<file path="config.mk">
export PLATFORM = sky130hd
export DESIGN_NAME = e203_itcm_ram_sched_flat
export DESIGN_NICKNAME = d
export VERILOG_FILES = /design/src/rtl/e203_itcm_ram_sched_if.sv /design/src/rtl/e203_itcm_ram_sched.sv /design/src/flat_wrapper.sv
export SDC_FILE = /design/constraint.sdc
export NUM_CORES = 1
export LEC_CHECK = 0
export BUFFER_PORTS_ARGS = -buffer_cell sky130_fd_sc_hd__buf_2
export CORE_AREA = 2 2 179 181
export CTS_CLUSTER_DIAMETER = 60
export DETAILED_ROUTE_END_ITERATION = 8
export DIE_AREA = 0 0 181 183
export GPL_TIMING_DRIVEN = 1
export HOLD_SLACK_MARGIN = 0.15
export RECOVER_POWER = 50
export REMOVE_ABC_BUFFERS = 1
export SLEW_MARGIN = 40
export SYNTH_ARGS = -nofsm -noshare
export SYNTH_HDL_FRONTEND = slang
export SYNTH_SLANG_ARGS = --single-unit
</file>
<file path="constraint.sdc">
create_clock -name clk -period 2.1 [get_ports clk]
set_input_delay 0.42 -clock clk [delete_from_list [all_inputs] [get_ports clk]]
set_output_delay 0.42 -clock clk [all_outputs]
set_load 0.05 [all_outputs]
</file>
<file path="src/rtl/e203_itcm_ram_sched_if.sv">
// Requester channel between a core port (IFU or LSU) and the ITCM scheduler:
// one command handshake plus one response handshake.
interface e203_itcm_ram_sched_if #(
  parameter int unsigned AW = 13,
  parameter int unsigned DW = 64,
  parameter int unsigned MW = 8
) ();

  logic          cmd_valid;
  logic          cmd_ready;
  logic          cmd_read;
  logic [AW-1:0] cmd_addr;
  logic [DW-1:0] cmd_wdata;
  logic [MW-1:0] cmd_wmask;
  logic          rsp_valid;
  logic          rsp_ready;
  logic [DW-1:0] rsp_rdata;

  modport master (
    output cmd_valid, cmd_read, cmd_addr, cmd_wdata, cmd_wmask, rsp_ready,
    input  cmd_ready, rsp_valid, rsp_rdata
  );

  modport slave (
    input  cmd_valid, cmd_read, cmd_addr, cmd_wdata, cmd_wmask, rsp_ready,
    output cmd_ready, rsp_valid, rsp_rdata
  );

endinterface

</file>
<file path="src/rtl/e203_itcm_ram_sched.sv">
// ITCM RAM scheduler: round-robin arbitration of IFU/LSU onto a single-port
// RAM with 1-cycle read latency, one outstanding response, and an idle-driven
// light-sleep request that costs one wake cycle.
module e203_itcm_ram_sched #(
  parameter int unsigned AW       = 13,
  parameter int unsigned DW       = 64,
  parameter int unsigned MW       = 8,
  parameter int unsigned IDLE_CNT = 16
) (
  input  logic                  clk,
  input  logic                  rst_n,
  e203_itcm_ram_sched_if.slave  ifu,
  e203_itcm_ram_sched_if.slave  lsu,
  output logic                  ram_cs,
  output logic                  ram_we,
  output logic [AW-1:0]         ram_addr,
  output logic [MW-1:0]         ram_wem,
  output logic [DW-1:0]         ram_din,
  input  logic [DW-1:0]         ram_dout,
  output logic                  ram_ls
);

  localparam logic [7:0] IdleMax = 8'(IDLE_CNT);

  typedef enum logic {StActive, StSleep} pwr_e;

  pwr_e          pwr_q, pwr_d;
  logic [7:0]    idle_cnt_q, idle_cnt_d;
  logic          out_vld_q, out_vld_d;
  logic          out_lsu_q, out_lsu_d;
  logic          out_read_q, out_read_d;
  logic          hold_vld_q, hold_vld_d;
  logic [DW-1:0] hold_data_q, hold_data_d;
  logic          last_lsu_q, last_lsu_d;

  logic          any_valid;
  logic          rsp_fire;
  logic          can_issue;
  logic          pick_lsu, pick_ifu;
  logic          fire_lsu, fire_ifu, fire;
  logic          sel_read;
  logic [DW-1:0] rsp_data;

  // Arbitration, cmd_ready and RAM request; ready never depends on ram_dout.
  always_comb begin
    any_valid = ifu.cmd_valid | lsu.cmd_valid;
    rsp_fire  = out_vld_q & (out_lsu_q ? lsu.rsp_ready : ifu.rsp_ready);
    can_issue = (pwr_q == StActive) & (~out_vld_q | rsp_fire);
    // LSU wins a tie unless it was the last one granted.
    pick_lsu  = lsu.cmd_valid & (~ifu.cmd_valid | ~last_lsu_q);
    pick_ifu  = ifu.cmd_valid & ~pick_lsu;
    ifu.cmd_ready = can_issue & ~pick_lsu;
    lsu.cmd_ready = can_issue & ~pick_ifu;
    fire_lsu  = can_issue & pick_lsu;
    fire_ifu  = can_issue & pick_ifu;
    fire      = fire_lsu | fire_ifu;
    sel_read  = fire_lsu ? lsu.cmd_read : ifu.cmd_read;

    ram_cs   = 1'b0;
    ram_we   = 1'b0;
    ram_addr = '0;
    ram_wem  = '0;
    ram_din  = '0;
    if (fire_lsu) begin
      ram_cs   = 1'b1;
      ram_we   = ~lsu.cmd_read;
      ram_addr = lsu.cmd_addr;
      ram_wem  = lsu.cmd_wmask;
      ram_din  = lsu.cmd_wdata;
    end else if (fire_ifu) begin
      ram_cs   = 1'b1;
      ram_we   = ~ifu.cmd_read;
      ram_addr = ifu.cmd_addr;
      ram_wem  = ifu.cmd_wmask;
      ram_din  = ifu.cmd_wdata;
    end
  end

  // Response path: live RAM data on the first response cycle, held data after a stall.
  always_comb begin
    rsp_data      = ~out_read_q ? '0 : (hold_vld_q ? hold_data_q : ram_dout);
    ifu.rsp_valid = out_vld_q & ~out_lsu_q;
    lsu.rsp_valid = out_vld_q & out_lsu_q;
    ifu.rsp_rdata = ifu.rsp_valid ? rsp_data : '0;
    lsu.rsp_rdata = lsu.rsp_valid ? rsp_data : '0;
    ram_ls        = (pwr_q == StSleep);
  end

  // Next state: outstanding tracking, RR pointer, idle counter and sleep FSM.
  always_comb begin
    out_vld_d   = out_vld_q;
    out_lsu_d   = out_lsu_q;
    out_read_d  = out_read_q;
    hold_vld_d  = hold_vld_q;
    hold_data_d = hold_data_q;
    last_lsu_d  = last_lsu_q;
    idle_cnt_d  = idle_cnt_q;
    pwr_d       = pwr_q;

    if (rsp_fire) begin
      out_vld_d  = 1'b0;
      hold_vld_d = 1'b0;
    end else if (out_vld_q && !hold_vld_q) begin
      // Stalled response: freeze RAM output before it changes.
      hold_vld_d  = 1'b1;
      hold_data_d = rsp_data;
    end

    if (fire) begin
      out_vld_d  = 1'b1;
      out_lsu_d  = fire_lsu;
      out_read_d = sel_read;
      last_lsu_d = fire_lsu;
    end

    if (fire) begin
      idle_cnt_d = '0;
    end else if (!out_vld_q && idle_cnt_q < IdleMax) begin
      idle_cnt_d = idle_cnt_q + 8'd1;
    end

    unique case (pwr_q)
      StActive: if (idle_cnt_d == IdleMax) pwr_d = StSleep;
      StSleep: begin
        if (any_valid) begin
          pwr_d      = StActive;
          idle_cnt_d = '0;
        end
      end
    endcase
  end

  // State registers; reset drops any outstanding response.
  always_ff @(posedge clk or negedge rst_n) begin
    if (!rst_n) begin
      pwr_q       <= StActive;
      idle_cnt_q  <= '0;
      out_vld_q   <= 1'b0;
      out_lsu_q   <= 1'b0;
      out_read_q  <= 1'b0;
      hold_vld_q  <= 1'b0;
      hold_data_q <= '0;
      last_lsu_q  <= 1'b0;
    end else begin
      pwr_q       <= pwr_d;
      idle_cnt_q  <= idle_cnt_d;
      out_vld_q   <= out_vld_d;
      out_lsu_q   <= out_lsu_d;
      out_read_q  <= out_read_d;
      hold_vld_q  <= hold_vld_d;
      hold_data_q <= hold_data_d;
      last_lsu_q  <= last_lsu_d;
    end
  end

endmodule

</file>
<file path="src/flat_wrapper.sv">
// flat-port wrapper written by rule: the top's interface ports become plain ports
module e203_itcm_ram_sched_flat 
#(
  parameter int unsigned AW       = 13,
  parameter int unsigned DW       = 64,
  parameter int unsigned MW       = 8,
  parameter int unsigned IDLE_CNT = 16
)
  (clk, rst_n, ram_cs, ram_we, ram_addr, ram_wem, ram_din, ram_dout, ram_ls, ifu_cmd_valid, ifu_cmd_read, ifu_cmd_addr, ifu_cmd_wdata, ifu_cmd_wmask, ifu_rsp_ready, ifu_cmd_ready, ifu_rsp_valid, ifu_rsp_rdata, lsu_cmd_valid, lsu_cmd_read, lsu_cmd_addr, lsu_cmd_wdata, lsu_cmd_wmask, lsu_rsp_ready, lsu_cmd_ready, lsu_rsp_valid, lsu_rsp_rdata);
  e203_itcm_ram_sched_if #(.AW(AW), .DW(DW), .MW(MW)) ifu_i ();
  e203_itcm_ram_sched_if #(.AW(AW), .DW(DW), .MW(MW)) lsu_i ();
  input  logic clk;
  input  logic rst_n;
  output logic ram_cs;
  output logic ram_we;
  output logic [AW-1:0] ram_addr;
  output logic [MW-1:0] ram_wem;
  output logic [DW-1:0] ram_din;
  input  logic [DW-1:0] ram_dout;
  output logic ram_ls;
  input wire logic [$bits(ifu_i.cmd_valid)-1:0] ifu_cmd_valid;
  input wire logic [$bits(ifu_i.cmd_read)-1:0] ifu_cmd_read;
  input wire logic [$bits(ifu_i.cmd_addr)-1:0] ifu_cmd_addr;
  input wire logic [$bits(ifu_i.cmd_wdata)-1:0] ifu_cmd_wdata;
  input wire logic [$bits(ifu_i.cmd_wmask)-1:0] ifu_cmd_wmask;
  input wire logic [$bits(ifu_i.rsp_ready)-1:0] ifu_rsp_ready;
  output wire logic [$bits(ifu_i.cmd_ready)-1:0] ifu_cmd_ready;
  output wire logic [$bits(ifu_i.rsp_valid)-1:0] ifu_rsp_valid;
  output wire logic [$bits(ifu_i.rsp_rdata)-1:0] ifu_rsp_rdata;
  input wire logic [$bits(lsu_i.cmd_valid)-1:0] lsu_cmd_valid;
  input wire logic [$bits(lsu_i.cmd_read)-1:0] lsu_cmd_read;
  input wire logic [$bits(lsu_i.cmd_addr)-1:0] lsu_cmd_addr;
  input wire logic [$bits(lsu_i.cmd_wdata)-1:0] lsu_cmd_wdata;
  input wire logic [$bits(lsu_i.cmd_wmask)-1:0] lsu_cmd_wmask;
  input wire logic [$bits(lsu_i.rsp_ready)-1:0] lsu_rsp_ready;
  output wire logic [$bits(lsu_i.cmd_ready)-1:0] lsu_cmd_ready;
  output wire logic [$bits(lsu_i.rsp_valid)-1:0] lsu_rsp_valid;
  output wire logic [$bits(lsu_i.rsp_rdata)-1:0] lsu_rsp_rdata;
  assign ifu_i.cmd_valid = ifu_cmd_valid;
  assign ifu_i.cmd_read = ifu_cmd_read;
  assign ifu_i.cmd_addr = ifu_cmd_addr;
  assign ifu_i.cmd_wdata = ifu_cmd_wdata;
  assign ifu_i.cmd_wmask = ifu_cmd_wmask;
  assign ifu_i.rsp_ready = ifu_rsp_ready;
  assign ifu_cmd_ready = ifu_i.cmd_ready;
  assign ifu_rsp_valid = ifu_i.rsp_valid;
  assign ifu_rsp_rdata = ifu_i.rsp_rdata;
  assign lsu_i.cmd_valid = lsu_cmd_valid;
  assign lsu_i.cmd_read = lsu_cmd_read;
  assign lsu_i.cmd_addr = lsu_cmd_addr;
  assign lsu_i.cmd_wdata = lsu_cmd_wdata;
  assign lsu_i.cmd_wmask = lsu_cmd_wmask;
  assign lsu_i.rsp_ready = lsu_rsp_ready;
  assign lsu_cmd_ready = lsu_i.cmd_ready;
  assign lsu_rsp_valid = lsu_i.rsp_valid;
  assign lsu_rsp_rdata = lsu_i.rsp_rdata;
  e203_itcm_ram_sched #(.AW(AW), .DW(DW), .MW(MW), .IDLE_CNT(IDLE_CNT)) u_core (.clk(clk), .rst_n(rst_n), .ifu(ifu_i), .lsu(lsu_i), .ram_cs(ram_cs), .ram_we(ram_we), .ram_addr(ram_addr), .ram_wem(ram_wem), .ram_din(ram_din), .ram_dout(ram_dout), .ram_ls(ram_ls));
endmodule
</file>
==> impl_metrics.env <==
export IMPL_antenna_found_initial=13
export IMPL_clk_latency_ns=0.34
export IMPL_area_growth_pct=140
export IMPL_place_hpwl_mm=29.6
export IMPL_die_w_um=181
export IMPL_synth_xor_area_share=0.00332
export IMPL_drv_slew=0
export IMPL_nNetsFinal=1400
export IMPL_grt_max_degree=78
export IMPL_num_vias=7489
export IMPL_p_leak_nw=5.79
export IMPL_yosys_most_used_dff="dfrtp_1"
export IMPL_rows=65
export IMPL_finalCriticalPeriod_ns=2.53
export IMPL_routabilityCongestion=0.913
export IMPL_synthMuxAreaShare=0.123
export IMPL_arrival_ns=2.11
export IMPL_layout_cells_non_filler=1564
export IMPL_synth_avg_cell_area_um2=7.88
export IMPL_yosys_register_bits=77
export IMPL_layout_setup_ws_ns=-0.428
export IMPL_crit_fanout=5
export IMPL_grt_remaining_overflow=0
export IMPL_placed_cell_area_um2=9080
export IMPL_yosys_warnings=0
export IMPL_grt_pass1_vias=6911
export IMPL_multiInputGateArea_um2=4530
export IMPL_avgRoutedWirePerCell_um=26.4
export IMPL_cellPowerDensity_nw_per_um2=1310
export IMPL_violations="negative setup slack"
export IMPL_final_fill_count=2939
export IMPL_first_iter_violations=479
export IMPL_fin_area_um2=12600
export IMPL_worst_path_max_delay_cell="dfrtp_2"
export IMPL_path_buf_inv=4
export IMPL_grtUsageTotal=0.221
export IMPL_cts_root_buf="clkbuf_16"
export IMPL_period_share=1.20
export IMPL_die_h_um=183
export IMPL_cts_buffers=9
export IMPL_cts_htree_levels=3
export IMPL_p_total_mw=16.6
export IMPL_crit_type="reg2out"
export IMPL_vdd_drop_max_mv=0.482
export IMPL_rsz0062_at_grt="yes"
export IMPL_synth_top_family_by_area="compound AO/OA/AOI/OAI gates"
export IMPL_synth_sequential_area_ratio=0.366
export IMPL_synth_simple_gate_area_frac=0.216
export IMPL_maxCapViolCount=0
export IMPL_cts_tree="done"
export IMPL_synth_cell_area_um2=5270
export IMPL_clockBufferDepth=2
export IMPL_ys_types=35
export IMPL_pin_count=462
export IMPL_placed_cells=1518
export IMPL_worst_pin_slew_ns=0.878
export IMPL_cpMostUsedCell="buf_6"
export IMPL_io_buffers=461
export IMPL_final_hold_violation_count=0
export IMPL_cp_start_kind="flip-flop"
export IMPL_ys_async_sr_fraction=1.00
export IMPL_end_kind="output port"
export IMPL_cpPeakStageDelay_ns=0.41
export IMPL_clkTransAtPathRegs_ns=0.07
export IMPL_fin_tns_setup_ns=-40.72
export IMPL_finClkSkew_ns=0.0113
export IMPL_drive_above_1_share=0.676
export IMPL_cp_top_family="buffers and inverters"
export IMPL_initial_utilization=0.169
export IMPL_seq_area_um2=1930
export IMPL_die_area_um2=33100
export IMPL_dr_pass1_iters=4
export IMPL_setup_viol=235
export IMPL_relSlewSlack=0.415
export IMPL_fin_hold_ws_ns=0.354
export IMPL_drtAntennaViolNets=0
export IMPL_status="complete, but fails checks"
export IMPL_synth_fa_ha_area_frac=0.00237
export IMPL_coreArea_um2=31200
export IMPL_min_path_type="in2reg"
export IMPL_cts_sinks=77
export IMPL_synth_top_area_cell="dfrtp_1"
export IMPL_synth_area_top_cells="dfrtp_1 (37%), a22o_1 (14%), mux2i_1 (12%), nor2_1 (10%), nand2_1 (9.3%)"
export IMPL_vias_per_cell=4.79
export IMPL_syn_inst=669
export IMPL_grt_pass1_wl_mm=51.1
export IMPL_n_antenna_cell=0
export IMPL_cp_cell_sequence="mux2i_1, a21o_2, nor2b_4, buf_6, buf_16, buf_6, a22o_4, buf_12"
export IMPL_synth_top_area_share=0.366
export IMPL_max_freq_mhz=396
export IMPL_required_ns=1.68
export IMPL_wl_mm=41.4
export IMPL_route_detailed_drc=0
export IMPL_synth_edf_count=0
export IMPL_synth_compound_area_frac=0.226
[report_power, final]
| part | internal (mW) | leakage [nW] | switching [mW] |
|---|---|---|---|
| registers | 2.14 | 0.992 | 0.701 |
| logic | 4.95 | 4.65 | 7.12 |
| clock network | 0.958 | 0.142 | 0.684 |
[flip-flops by register name, summed over array words and instances (netlist names)]
name / flops
u_core.hold_data_q: 64
u_core.idle_cnt_q: 8
u_core.hold_vld_q: 1
u_core.out_lsu_q: 1
u_core.out_read_q: 1
u_core.out_vld_q: 1
u_core.ram_ls: 1
[worst paths after layout]
path / startpoint / to / slack, ns / depth (start not counted)
max in group asynchronous: rst_n / u_core.hold_data_q[42]$_DFFE_PN0P_ / 0.24 / 3
min in group asynchronous: rst_n / u_core.hold_data_q[9]$_DFFE_PN0P_ / 0.72 / 2
min: ram_dout[31] / u_core.hold_data_q[31]$_DFFE_PN0P_ / 0.35 / 3
max reg2reg: u_core.out_lsu_q$_DFFE_PN0P_ / u_core.hold_data_q[43]$_DFFE_PN0P_ / -0.09 / 7
min reg2reg: u_core.hold_data_q[45]$_DFFE_PN0P_ / u_core.hold_data_q[45]$_DFFE_PN0P_ / 0.50 / 2
max: u_core.out_lsu_q$_DFFE_PN0P_ / ram_din[22] / -0.43 / 8
[cells in the mapped netlist, drive strengths merged, types with 2 or more instances]
master    n
dfrtp    77
xnor2     2
nand3     4
nor2b     5
a21boi    3
mux2i    65
nor2    141
clkbuf   30
o21ai    67
inv       6
buf      31
a21oi     2
or2       2
nand2   130
a211oi    2
a22o     86
[cells by family (layout without fill, tap and decap cells)]
family | after synthesis | in the layout
xor gates and xnor gates | 2 | 2
AOI/OAI and AO/OA | 167 | 167
adders and majority gates | 1 | 1
and+or+nand+nor | 290 | 290
buffers and inverters | 67 | 560
DFF | 77 | 77
muxes | 65 | 65
[per-stage QoR]
step / worst slack (ns) / util
detailed placement: -0.272 / 0.291
CTS: -0.453 / 0.354
global route: -0.505 / 0.405
global placement: -0.223 / 0.291
finish: -0.428 / 0.405
floorplan: -2.84 / -
[metal layers]
metal | routed length [um] | GRT usage | vias to the layer above
met1 | 15300 | 0.254 | 3648
li1 | - | - | 3291
met2 | 20600 | 0.378 | 448
met3 | 3460 | 0.0709 | 92
met4 | 1980 | 0.0933 | 10
met5 | 68 | 0 | -
[layout by cell type (no fill, tap or decap), types with 2 or more instances in the layout]
master | Yosys | routed
a22o_1 | 86 | 44
xnor2_1 | 2 | 2
nor2b_1 | 5 | 3
a21oi_1 | 2 | 2
buf_16 | 0 | 10
o21ai_0 | 67 | 67
mux2i_1 | 65 | 2
a22o_4 | 0 | 41
dfrtp_2 | 0 | 2
buf_2 | 21 | 243
nor2_1 | 141 | 21
clkbuf_1 | 30 | 3
clkbuf_16 | 0 | 17
or2_2 | 2 | 2
nand2_1 | 130 | 130
nor2_2 | 0 | 110
inv_1 | 6 | 6
clkinvlp_4 | 0 | 2
mux2i_2 | 0 | 3
buf_8 | 0 | 7
nand3_1 | 4 | 2
nor2b_4 | 0 | 2
buf_12 | 0 | 72
buf_4 | 3 | 25
nand3_4 | 0 | 2
a211oi_1 | 2 | 2
mux2i_4 | 0 | 60
buf_6 | 6 | 168
nor2_4 | 0 | 10
dfrtp_1 | 77 | 74
[area by class of cell]
cell class / instances / area share
Sequential cell: 77 / 0.153
Timing Repair Buffer: 538 / 0.423
Clock inverter: 5 / 0.00465
Tap cell: 402 / 0.0398
Inverter: 6 / 0.00178
Clock buffer: 11 / 0.0192
Multi-Input combinational cell: 525 / 0.359
[tightest hold or removal path, cell delays in order]
cell     delay (ns)
buf_2          0.12
nand2_1        0.06
o21ai_0        0.06
[timing repair]
item                                   4_1_cts  5_1_grt
buffers inserted                            10        6
hold buffers                                 1        0
endpoints found under the hold margin       29        0
setup endpoints to repair                  191      215
resized for setup                          373      347
pin swaps                                   69       44
gates cloned                                 8        9
(Power assumes the default switching activity.)
